**src/rtl/cnn_layer_sequencer.sv**
```systemverilog
// Layer-engine sequencer: runs enabled engines in index order through start/done
// handshakes with a per-layer watchdog, plus a round-robin host/consumer read arbiter.
module cnn_layer_sequencer #(
    parameter int unsigned NUM_LAYERS     = 4,
    parameter int unsigned TIMEOUT_CYCLES = 1048575,
    parameter int unsigned LW             = (NUM_LAYERS > 1) ? $clog2(NUM_LAYERS) : 1
) (
    input  logic                  clk,
    input  logic                  resetn,
    input  logic                  run,
    input  logic                  abort,
    input  logic [NUM_LAYERS-1:0] layer_mask,
    output logic [NUM_LAYERS-1:0] layer_start,
    input  logic [NUM_LAYERS-1:0] layer_done,
    output logic                  busy,
    output logic                  seq_done,
    output logic                  error,
    output logic [1:0]            err_code,
    output logic [LW-1:0]         cur_layer,
    output logic [31:0]           cycle_count,
    input  logic                  host_req,
    input  logic [31:0]           host_addr,
    output logic                  host_ack,
    input  logic                  cons_req,
    input  logic [31:0]           cons_addr,
    output logic                  cons_ack,
    output logic [3:0]            rd_rdata,
    output logic [31:0]           eng_rd_addr,
    input  logic [3:0]            eng_rd_data
);
    localparam int unsigned KW  = $clog2(NUM_LAYERS + 1);
    localparam int unsigned WDW = $clog2(TIMEOUT_CYCLES + 1);
    localparam logic [1:0] ERR_NONE    = 2'd0;
    localparam logic [1:0] ERR_TIMEOUT = 2'd1;
    localparam logic [1:0] ERR_ABORT   = 2'd2;

    typedef enum logic [2:0] {S_IDLE, S_SCAN, S_START, S_WAIT, S_FINISH} state_t;
    typedef enum logic [1:0] {A_ARB, A_ADDR, A_DATA} arb_state_t;

    state_t                state_q, state_d;
    logic [KW-1:0]         k_q, k_d;
    logic [NUM_LAYERS-1:0] mask_q, mask_d;
    logic [WDW-1:0]        wd_q, wd_d;
    logic [LW-1:0]         cur_layer_q, cur_layer_d;
    logic                  error_q, error_d;
    logic [1:0]            err_code_q, err_code_d;
    logic [31:0]           cycle_count_q, cycle_count_d;

    arb_state_t            arb_q, arb_d;
    logic                  gnt_host_q, gnt_host_d;
    logic [31:0]           eng_rd_addr_q, eng_rd_addr_d;
    logic [3:0]            rd_rdata_q, rd_rdata_d;

    logic [LW-1:0] k_idx;
    logic          k_at_end, k_enabled, done_k, wd_expired, pick_host;

    assign k_idx      = k_q[LW-1:0];
    assign k_at_end   = (k_q == KW'(NUM_LAYERS));
    assign k_enabled  = !k_at_end && mask_q[k_idx];
    assign done_k     = layer_done[k_idx];
    assign wd_expired = (wd_q == WDW'(TIMEOUT_CYCLES - 1));
    // Round robin: on contention the requester not granted last time wins.
    assign pick_host  = (host_req && cons_req) ? !gnt_host_q : host_req;

    always_ff @(posedge clk) begin
        if (!resetn) begin
            state_q       <= S_IDLE;
            k_q           <= '0;
            mask_q        <= '0;
            wd_q          <= '0;
            cur_layer_q   <= '0;
            error_q       <= 1'b0;
            err_code_q    <= ERR_NONE;
            cycle_count_q <= '0;
            arb_q         <= A_ARB;
            gnt_host_q    <= 1'b1;
            eng_rd_addr_q <= '0;
            rd_rdata_q    <= '0;
        end else begin
            state_q       <= state_d;
            k_q           <= k_d;
            mask_q        <= mask_d;
            wd_q          <= wd_d;
            cur_layer_q   <= cur_layer_d;
            error_q       <= error_d;
            err_code_q    <= err_code_d;
            cycle_count_q <= cycle_count_d;
            arb_q         <= arb_d;
            gnt_host_q    <= gnt_host_d;
            eng_rd_addr_q <= eng_rd_addr_d;
            rd_rdata_q    <= rd_rdata_d;
        end
    end

    always_comb begin
        state_d = state_q;
        if (state_q != S_IDLE && abort) begin
            state_d = S_IDLE;
        end else begin
            case (state_q)
                S_IDLE:   if (run && !abort) state_d = S_SCAN;
                S_SCAN:   if (k_at_end) state_d = S_FINISH;
                          else if (k_enabled) state_d = S_START;
                S_START:  state_d = S_WAIT;
                S_WAIT:   if (done_k) state_d = S_SCAN;
                          else if (wd_expired) state_d = S_IDLE;
                S_FINISH: state_d = S_IDLE;
                default:  state_d = S_IDLE;
            endcase
        end
    end

    always_comb begin
        k_d           = k_q;
        mask_d        = mask_q;
        wd_d          = wd_q;
        cur_layer_d   = cur_layer_q;
        error_d       = error_q;
        err_code_d    = err_code_q;
        cycle_count_d = cycle_count_q;
        if (state_q == S_IDLE) begin
            if (run && !abort) begin
                mask_d        = layer_mask;
                k_d           = '0;
                error_d       = 1'b0;
                err_code_d    = ERR_NONE;
                cycle_count_d = '0;
            end
        end else begin
            if (cycle_count_q != '1) cycle_count_d = cycle_count_q + 32'd1;
            if (abort) begin
                error_d    = 1'b1;
                err_code_d = ERR_ABORT;
            end else begin
                case (state_q)
                    S_SCAN: begin
                        if (k_enabled) cur_layer_d = k_idx;
                        else if (!k_at_end) k_d = k_q + 1'b1;
                    end
                    S_START: wd_d = '0;
                    S_WAIT: begin
                        if (done_k) begin
                            k_d = k_q + 1'b1;
                        end else if (wd_expired) begin
                            error_d    = 1'b1;
                            err_code_d = ERR_TIMEOUT;
                        end else begin
                            wd_d = wd_q + 1'b1;
                        end
                    end
                    default: ;
                endcase
            end
        end
    end

    always_comb begin
        layer_start = '0;
        if (state_q == S_START) layer_start[k_idx] = 1'b1;
        busy        = (state_q != S_IDLE);
        seq_done    = (state_q == S_FINISH);
        error       = error_q;
        err_code    = err_code_q;
        cur_layer   = cur_layer_q;
        cycle_count = cycle_count_q;
    end

    always_comb begin
        arb_d         = arb_q;
        gnt_host_d    = gnt_host_q;
        eng_rd_addr_d = eng_rd_addr_q;
        rd_rdata_d    = rd_rdata_q;
        case (arb_q)
            A_ARB: begin
                if (host_req || cons_req) begin
                    gnt_host_d    = pick_host;
                    eng_rd_addr_d = pick_host ? host_addr : cons_addr;
                    arb_d         = A_ADDR;
                end
            end
            A_ADDR: arb_d = A_DATA;
            A_DATA: begin
                rd_rdata_d = eng_rd_data;
                arb_d      = A_ARB;
            end
            default: arb_d = A_ARB;
        endcase
    end

    // Engine data is only valid while the address is held, so the ack cycle passes it
    // straight through; the captured copy is what rd_rdata shows afterwards.
    always_comb begin
        host_ack    = (arb_q == A_DATA) && gnt_host_q;
        cons_ack    = (arb_q == A_DATA) && !gnt_host_q;
        rd_rdata    = (arb_q == A_DATA) ? eng_rd_data : rd_rdata_q;
        eng_rd_addr = eng_rd_addr_q;
    end
endmodule

```
**config.mk**
```make
export PLATFORM = sky130hd
export DESIGN_NAME = cnn_layer_sequencer
export DESIGN_NICKNAME = d
export VERILOG_FILES = /design/src/rtl/cnn_layer_sequencer.sv
export SDC_FILE = /design/constraint.sdc
export NUM_CORES = 1
export LEC_CHECK = 0
export ABC_AREA = 1
export CORE_MARGIN = 5
export CORE_UTILIZATION = 44
export DETAILED_ROUTE_END_ITERATION = 7
export GPL_TIMING_DRIVEN = 0
export PLACE_DENSITY = 0.83
export SLEW_MARGIN = 20
export SYNTH_ARGS = -nofsm -noshare
export SYNTH_HDL_FRONTEND = slang
export SYNTH_SLANG_ARGS = --single-unit
```
**constraint.sdc**
```tcl
create_clock -name clk -period 1.6 [get_ports clk]
set_clock_uncertainty 0.15 [all_clocks]
set_input_delay 0.24 -clock clk [delete_from_list [all_inputs] [get_ports clk]]
set_output_delay 0.24 -clock clk [all_outputs]
set_load 0.1 [all_outputs]
```
* Word-level counts from Yosys, hierarchy flattened
Index checks and enable logic that the tools add are counted.
** Cells by class
- $add $sub $neg :: 3
- Multiply operators :: 0
- Div/mod/pow operators :: 0
- $lt $le $gt $ge :: 2
- Eq/ne operators :: 20
- Shifts and indexed selects :: 0
- Mux-type cells :: 43
- Bitwise operators :: 3
- Reduce and logical (&&, ||, !) cells :: 28
** Operators by type and width (count)
- two-way mux 32 bit :: 4
- two-way mux 20 bit :: 2
- one-hot mux 20 bit (2 select lines) :: 1
- two-way mux 3 bit :: 11
- adder 32 x 1 -> 32 bit, second input constant :: 1
- inequality test 32 bit, second input constant :: 1
- adder 20 x 1 -> 20 bit, second input constant :: 1
- equality test 20 bit, second input constant :: 1
- inequality test 3 bit, second input constant :: 5
- two-way mux 2 bit :: 7
- one-hot mux 3 bit (4 select lines) :: 1
- nonzero test 3 bit :: 4
- two-way mux 1 bit :: 10
- two-way mux 4 bit :: 2
- inequality test 2 bit, second input constant :: 4
- AND reduction 4 bit :: 2
- logical AND 1 bit :: 7
- equality test 3 x 2 -> 1 bit, second input constant :: 2
- equality test 3 bit, second input constant :: 2
- one-hot mux 3 bit (2 select lines) :: 1
- AND reduction 2 bit :: 3
- AND reduction 6 bit :: 1
- AND reduction 5 bit :: 1
- binary-select mux 1 bit (select 2 bit) :: 2
- 18 further kinds :: 23
** Storage, ports and cells
- Register bits after elaboration :: 106
- Bits in latches :: 0
- Memory bits (writable) :: 0
- Bits in read-only memories :: 0
- Input port bits :: 82
- Logic and storage cells :: 111
- Memories kept :: 0

* Longest topological paths before layout
- Word-level depth :: 7
- Mapped depth :: 13
- Depth with buffers taken out :: 12

* Least setup slack after synthesis
No wires, ideal clock.
- Path type :: reg2out
- From :: register state_q[2]
- To :: output port seq_done
- Data arrival time :: 2.426 ns
- Path slack :: -1.216 ns
- Stages on the path, launching flop included :: 3
- Path buffers :: 0
- Path through :: dfxtp_1 inv_1 nor3_1
** On the way
- Word-level cells in the longest chain between the ends :: 1
** Ends and longest elaborated chain
- start, declared :: line 40 : state_t state_q, state_d;
- start signal, assigned :: line 80 : state_q <= state_d;
- equality test 3 bit :: line 161 : seq_done = (state_q == S_FINISH);
- end, declared :: line 16 : output logic seq_done,
Every way passes these cells.

* Final worst setup path
- From :: register cycle_count_q[13], in the netlist cycle_count[13]
- To :: register cycle_count_q[3], in the netlist cycle_count[3]
** On the way
- Word-level cells in the longest chain between the ends :: 3
** Ends and longest elaborated chain
- start, declared :: line 47 : logic [31:0] cycle_count_q, cycle_count_d;
- start signal, assigned :: line 87 : cycle_count_q <= cycle_count_d;
- inequality test 32 bit :: line 130 : if (cycle_count_q != '1) cycle_count_d = cycle_count_q + 32'd1;
- nonzero test 2 bit (no line)
- AND reduction 2 bit (no line)
Every way passes these cells.
A chain may end at the register's enable or synchronous reset.

==> metrics.txt <==
Clock power frac 23.4%; number of flops mapped to enable cells by yosys 0; Syn-to-layout area delta 69.0%; Synth Flop Type sky130_fd_sc_hd__dfxtp_1; synthesized cell area 5890 sq um; initial antenna violation count 0; first-pass GRT wire length between 30 and 40 mm; max-slew violation count 0; cell accounting for the most synthesized area sky130_fd_sc_hd__dfxtp_1; top cells by area in the synthesized netlist sky130_fd_sc_hd__dfxtp_1, sky130_fd_sc_hd__nand2_1, sky130_fd_sc_hd__nor2_1, sky130_fd_sc_hd__inv_1, sky130_fd_sc_hd__o21ai_0; weighted congestion at the end of routability-driven global placement 0.915; total I/O pin count 163; Cell Int Power 0.00548 W; maximum fanout along the worst path 7; fin nets 1,271; half-perimeter wire length after detailed placement 13.7 mm; number of vias after detailed routing roughly 7,800; arrival time at the worst endpoint a little over 2 ns; Flop pwr share 30.5%; proportion of synthesized flip-flops having asynchronous set or reset 0%; failing checks setup timing; largest net degree at the start of global routing 20; register bit total from synthesis 106; leakage power summed over all cells 3.94 nW; fin crit period 1.92 ns; sinks on the clock net ~110; Logic pwr share 46.1%; post-route design area 9950 sq um; count of max-cap constraint violations 0; via count of the first global-routing pass 6,904; maximum clock insertion buffer count 2; smallest hold slack 0.267 ns; core area 13,200 sq um; Net Switching 0.00406 W; standard cell with the maximum stage delay on the critical path sky130_fd_sc_hd__dfxtp_4; sw frac 42.5%; critical path buffer and inverter count 2; total placed instance area 7930 sq um; chip width 126 microns; Initial DRT Pass Iterations 6; # placed instances 1,260; TritonCTS clock tree done; Final Hold Fails 0; kind of cell adding the most delay to the critical path simple AND/OR/NAND/NOR gates; Slew @ Worst Pin 0.646 ns; Post-Layout Cell Count roughly 1,400; clock input transition at the sequential cells of the worst setup and hold paths around 0.080 ns; Slew Limit Headroom 56.9%; Starting DRT DRC Count 979; PnR worst setup slack -0.319 ns; number of unique standard cell types used by synthesis 39; row cnt 42; category of the worst setup path capture point flop; syn_nets 1,012; number of antenna cells inserted 0; cells after synthesis 923; RSZ-0062 raised after global routing yes; Hold/Removal Path Class input port to flop; DR WL/cell about 19 microns; synthesized area per cell approximately 6.4 sq um; global router's overall resource usage 25.9%; number of H-tree levels 3; remaining design rule violation count 0; final worst-path cycle share 120%; fillcell total between 800 and 900; run status finished, violations left; Die Outline Area ~16,000 sq um; library cell appearing most often on the critical path sky130_fd_sc_hd__nand2_1; Yosys Warn Count 0; detailed-route wire length around 25 mm; Max IR drop VDD 0.000832 V; remaining antenna violation count 0; Fmax 521 MHz; required time at the worst-slack endpoint 1.71 ns; TritonCTS Buffers 9; startpoint type of the worst setup path flop; Skew-Pair Late Insertion Delay 0.37 ns; number of port buffers 161; Setup Crit Path Kind flop to flop; share of the core filled with cells 75.4%; quantity of hold-fixing buffers added after cts 0; share of synthesized area occupied by flip-flops and latches 36.1%; power per unit of standard cell area 959 nW/um^2; share of Yosys cell area claimed by the top area cell type 36.1%; Die H 126 microns; sequence of cells on the critical path nand2_1 -> nor2_4 -> nand2_1 -> nor2_4 -> nand2_4 -> nand2_8 -> buf_8 -> buf_8 -> o21ai_2 -> nand2_1 -> nor2_2; CTS root buf sky130_fd_sc_hd__clkbuf_16; overall power of the completed layout 0.00954 W; total of endpoints with negative setup slack in the final report 72; initial core utilization roughly 45%; delay of the slowest critical-path stage 0.39 ns; ratio of cells with drive above 1 in the final layout between 40 and 50%; total grt overflow 0; average vias per placed instance 5.69
-- metal layers --
layer	GRT usage, %	vias up	routed length, microns
li1	-	3481	-
met1	30.3	3531	8850
met2	44.2	586	12200
met3	7.75	163	2880
met4	11.0	0	1320
met5	0	-	0
-- synth_stat cells, types with 3 or more instances --
cell type and count:
sky130_fd_sc_hd__a21oi_1 36, sky130_fd_sc_hd__a21oi_2 6, sky130_fd_sc_hd__a31oi_1 32, sky130_fd_sc_hd__buf_4 5
sky130_fd_sc_hd__clkbuf_1 22, sky130_fd_sc_hd__dfxtp_1 106, sky130_fd_sc_hd__ha_1 7, sky130_fd_sc_hd__inv_1 82
sky130_fd_sc_hd__inv_2 5, sky130_fd_sc_hd__nand2_1 286, sky130_fd_sc_hd__nand2_2 5, sky130_fd_sc_hd__nand3_1 47
sky130_fd_sc_hd__nand4_1 11, sky130_fd_sc_hd__nor2_1 147, sky130_fd_sc_hd__nor2_2 9, sky130_fd_sc_hd__nor2_4 4
sky130_fd_sc_hd__nor3_1 9, sky130_fd_sc_hd__nor3b_1 7, sky130_fd_sc_hd__o21ai_0 58, sky130_fd_sc_hd__o21bai_1 4
sky130_fd_sc_hd__or2_2 5, sky130_fd_sc_hd__xnor2_1 3, sky130_fd_sc_hd__xor2_1 9
-- power groups by stage --
| stage | clock [W] | combinational, W | sequential [W] |
|---|---|---|---|
| CTS | 0.00224 | 0.00374 | 0.00290 |
| floorplan | 0 | 0.00121 | 0.00384 |
| detailed placement | 0 | 0.00293 | 0.00297 |
| global placement | 0 | 0.00290 | 0.00297 |
| finish | 0.00223 | 0.00440 | 0.00291 |
| global route | 0.00235 | 0.00456 | 0.00293 |
-- cell usage in the layout, fill, tap and decap left out, drive strengths merged --
cell type,n
nor3b,7
o21ai,61
clkbuf,39
nand4,11
nor2,160
inv,89
xnor2,3
clkinv,4
nand3,49
or2,5
and2,1
nand3b,1
o21bai,4
a21boi,1
a21oi,42
ha,7
xor2,9
buf,170
a21o,1
nand2,294
a31oi,32
clkdlybuf4s50,80
clkinvlp,2
dfxtp,106
nor3,9
-- timing repair --
action                     CTS  global route
setup endpoints to repair  178           116
pin swaps                   52            72
gates cloned                 5             1
buffers inserted            50            34
resized for setup          665           170
-- worst min-delay path: stages --
cell	delay, ns
sky130_fd_sc_hd__clkbuf_1	0.27
sky130_fd_sc_hd__o21ai_0	0.16
sky130_fd_sc_hd__a31oi_1	0.05
-- logic make-up after synthesis --
kind of cell / count (synthesis) / share of synthesized area (%)
DFF: 106 / 36.1
AOI/OAI and AO/OA: 141 / 13.4
adders and majority gates: 7 / 1.49
and+or+nand+nor: 536 / 38.5
buffers and inverters: 121 / 8.78
xor gates and xnor gates: 12 / 1.79
-- state kept, by name, indices dropped and copies added (netlist names) --
name         flops
eng_rd_addr     32
rd_rdata_q       4
arb_q            2
k_q              3
cycle_count     32
state_q          3
error            1
err_code         2
gnt_host_q       1
wd_q            20
cur_layer        2
mask_q           4
-- metrics by stage --
stage	setup TNS (ns)	setup slack, ns
after floorplan	-7.60	-0.325
after global placement	-67.45	-1.09
after detailed placement	-70.15	-1.08
after CTS	-6.51	-0.192
after global routing	-17.28	-0.389
final	-13.56	-0.319
-- path summary, 6_finish.rpt --
check                   from             end  slack, ns  cells after the start
max          cycle_count[13]  cycle_count[3]      -0.32                     11
min                   resetn  eng_rd_addr[2]       0.27                      3
max reg2reg  cycle_count[13]  cycle_count[3]      -0.32                     11
min reg2reg     cur_layer[1]    cur_layer[1]       0.32                      2
-- final cells by class --
type | count | area [sq um] | share of cell area [%]
Multi-Input combinational cell | 697 | 4250 | 42.7
Inverter | 88 | 379 | 3.81
Clock inverter | 7 | 63.8 | 0.642
Clock buffer | 9 | 225 | 2.26
Tap cell | 176 | 220 | 2.21
Timing Repair Buffer | 247 | 2260 | 22.8
Buffer | 33 | 274 | 2.76
Sequential cell | 106 | 2270 | 22.8
Note: power is estimated with default switching activity, not from simulation.
==> RTL edit, RTL diff (config.mk and constraints unchanged) <==
The parameter `NUM_LAYERS` goes from 4 to 2.
--- a/src/rtl/cnn_layer_sequencer.sv
+++ b/src/rtl/cnn_layer_sequencer.sv
@@ -3,3 +3,3 @@
 module cnn_layer_sequencer #(
-    parameter int unsigned NUM_LAYERS     = 4,
+    parameter int unsigned NUM_LAYERS     = 2,
     parameter int unsigned TIMEOUT_CYCLES = 1048575,
Ports: changed (resized cur_layer, layer_done, layer_mask and layer_start); port bits go from 163 to 156. No check against the original RTL was run, so the function may have changed too.
==> RTL edit against the original RTL <==
The flow finishes with violations (DRC, setup timing). Synthesized area fell by 2.8%. Cell area fell by 4.1%. Highest routed layer unchanged. Routed wire length rose by 3.8%. Total power rose by 13%. Setup slack got worse by 0.13 ns. Sequential cell count fell by 4. Global-route usage rose by 1.6 points. Worst hold slack got worse by 0.046 ns. Via count rose by 2.4%. Cell count fell by 2.3%.
==> RTL edit: results (changes against the original RTL) <==
- M1 WL: 8840 um (was 8850 um)
- Lkg Pwr: 4.00 nW (was 3.94 nW)
- Number of nets produced by synthesis: 981 (was 1012)
- Sum of negative setup slack: -15.00 ns (was -13.56 ns)
- DRT Pass-1 Iters: 8 (was 6)
- Initial drt markers: 977 (was 979)
- Crit path largest cell delay: 0.37 ns (was 0.39 ns)
- Setup Buffers After CTS: 48 (was 50)
- Post-CTS Resized: 600 (was 665)
- Initial Util: 45.2% (was 44.6%)
- Met3 Usage GRT: 7.45% (was 7.75%)
- Largest cells by area after synthesis: dfxtp_1 (36%), nand2_1 (18%), nor2_1 (8.4%) (was dfxtp_1 (36%), nand2_1 (18%), nor2_1 (9.4%))
- I/O Buffers: 154 (was 161)
- Pin count of the biggest net entering global routing: 16 (was 20)
- Antenna violations before repair: 1 (was 0)
- GRT met2 Usage: 46.5% (was 44.2%)
- Wire per inst: 19.7 um (was 18.5 um)
- Failing checks: DRC, setup timing (was setup timing)
- DR WL met3: 3360 um (was 2880 um)
- CP max FO: 4 (was 7)
- Met1 Track Usage GR: 31.3% (was 30.3%)
- DR vias: 7948 (was 7761)
- Final setup viols: 69 (was 72)
- Vias per inst: 5.97 (was 5.69)
- Commonest cells in the netlist: nand2_1 (275), nor2_1 (128), dfxtp_1 (102) (was nand2_1 (286), nor2_1 (147), dfxtp_1 (106))
- Area after DPL: 7660 um2 (was 7930 um2)
- GRT Total Usage: 27.5% (was 25.9%)
- Least-Margin Pin Slew: 0.783 ns (was 0.646 ns)
- Fill cells: 792 (was 842)
- First-pass GRT wire length: 33000 um (was 33700 um)
- Root buf cell: clkbuf_16 (unchanged)
- Area delta synth->final: 66.7% (was 69.0%)
- Final nets: 1235 (was 1271)
- Hold Path Class: input pin to register (unchanged)
- Placement Setup Slack: -0.978 ns (was -1.08 ns)
- Worst vdd ir: 0.703 mV (was 0.832 mV)
- DRC viols: 3 (was 0)
- HPWL Detailed: 13500 um (was 13700 um)
- Post-Synthesis Cells: 899 (was 923)
- Vias in the first global route: 6747 (was 6904)
- Wire length on met2: 11800 um (was 12200 um)
- Register area share after synthesis: 35.7% (was 36.1%)
- PnR worst setup slack: -0.449 ns (was -0.319 ns)
- Outcome: finished, violations left (unchanged)
## RTL edit: cell types whose count changed in the layout (fill, tap and decap cells not counted), moves of 9 or more
| cell | delta |
|---|---|
| nor2_1 | -20 |
| inv_1 | +15 |
| nor2_4 | -13 |
| nand2_2 | +11 |
| nand2_1 | -10 |
| o21ai_1 | +10 |
| buf_2 | +9 |
## RTL edit: where the power goes
part	leakage [nW]	switching (mW)	internal, mW
clock network	0.150	1.02	1.30
registers	0.868	0.194	2.70
logic	2.98	3.53	2.08
## RTL edit: cell families (layout without fill, tap and decap cells)
| family | count (synthesis) | in the layout | share of synthesized area (%) |
|---|---|---|---|
| adders and majority gates | 4 | 4 | 0.875 |
| and+or+nand+nor | 518 | 519 | 39.2 |
| buffers and inverters | 128 | 386 | 9.14 |
| other | 0 | 1 | 0 |
| AOI/OAI and AO/OA | 141 | 141 | 14.2 |
| DFF | 102 | 102 | 35.7 |
| xor gates and xnor gates | 6 | 6 | 0.918 |
## RTL edit: worst paths after layout
path / end / cells after the start / start / slack [ns]
hold reg to reg: err_code[0]$_SDFFE_PN0P_ / 2 / err_code[0]$_SDFFE_PN0P_ / 0.34
hold / removal: state_q[2]$_SDFFE_PP0P_ / 3 / resetn / 0.22
setup reg to reg: wd_q[16]$_SDFFE_PN0P_ / 9 / wd_q[0]$_SDFFE_PN0P_ / -0.45
setup / recovery: wd_q[16]$_SDFFE_PN0P_ / 9 / wd_q[0]$_SDFFE_PN0P_ / -0.45
## RTL edit: layout make-up
type	instances	share of cell area [%]
clock inverters	3	0.433
multi-input cells	670	42.3
repair buffers	241	22.6
flip-flops and latches	102	23.0
well taps	172	2.26
repair inverters	2	0.105
clock buffers	13	2.73
plain buffers	28	2.09
diodes	1	0.0262
inverters	99	4.43
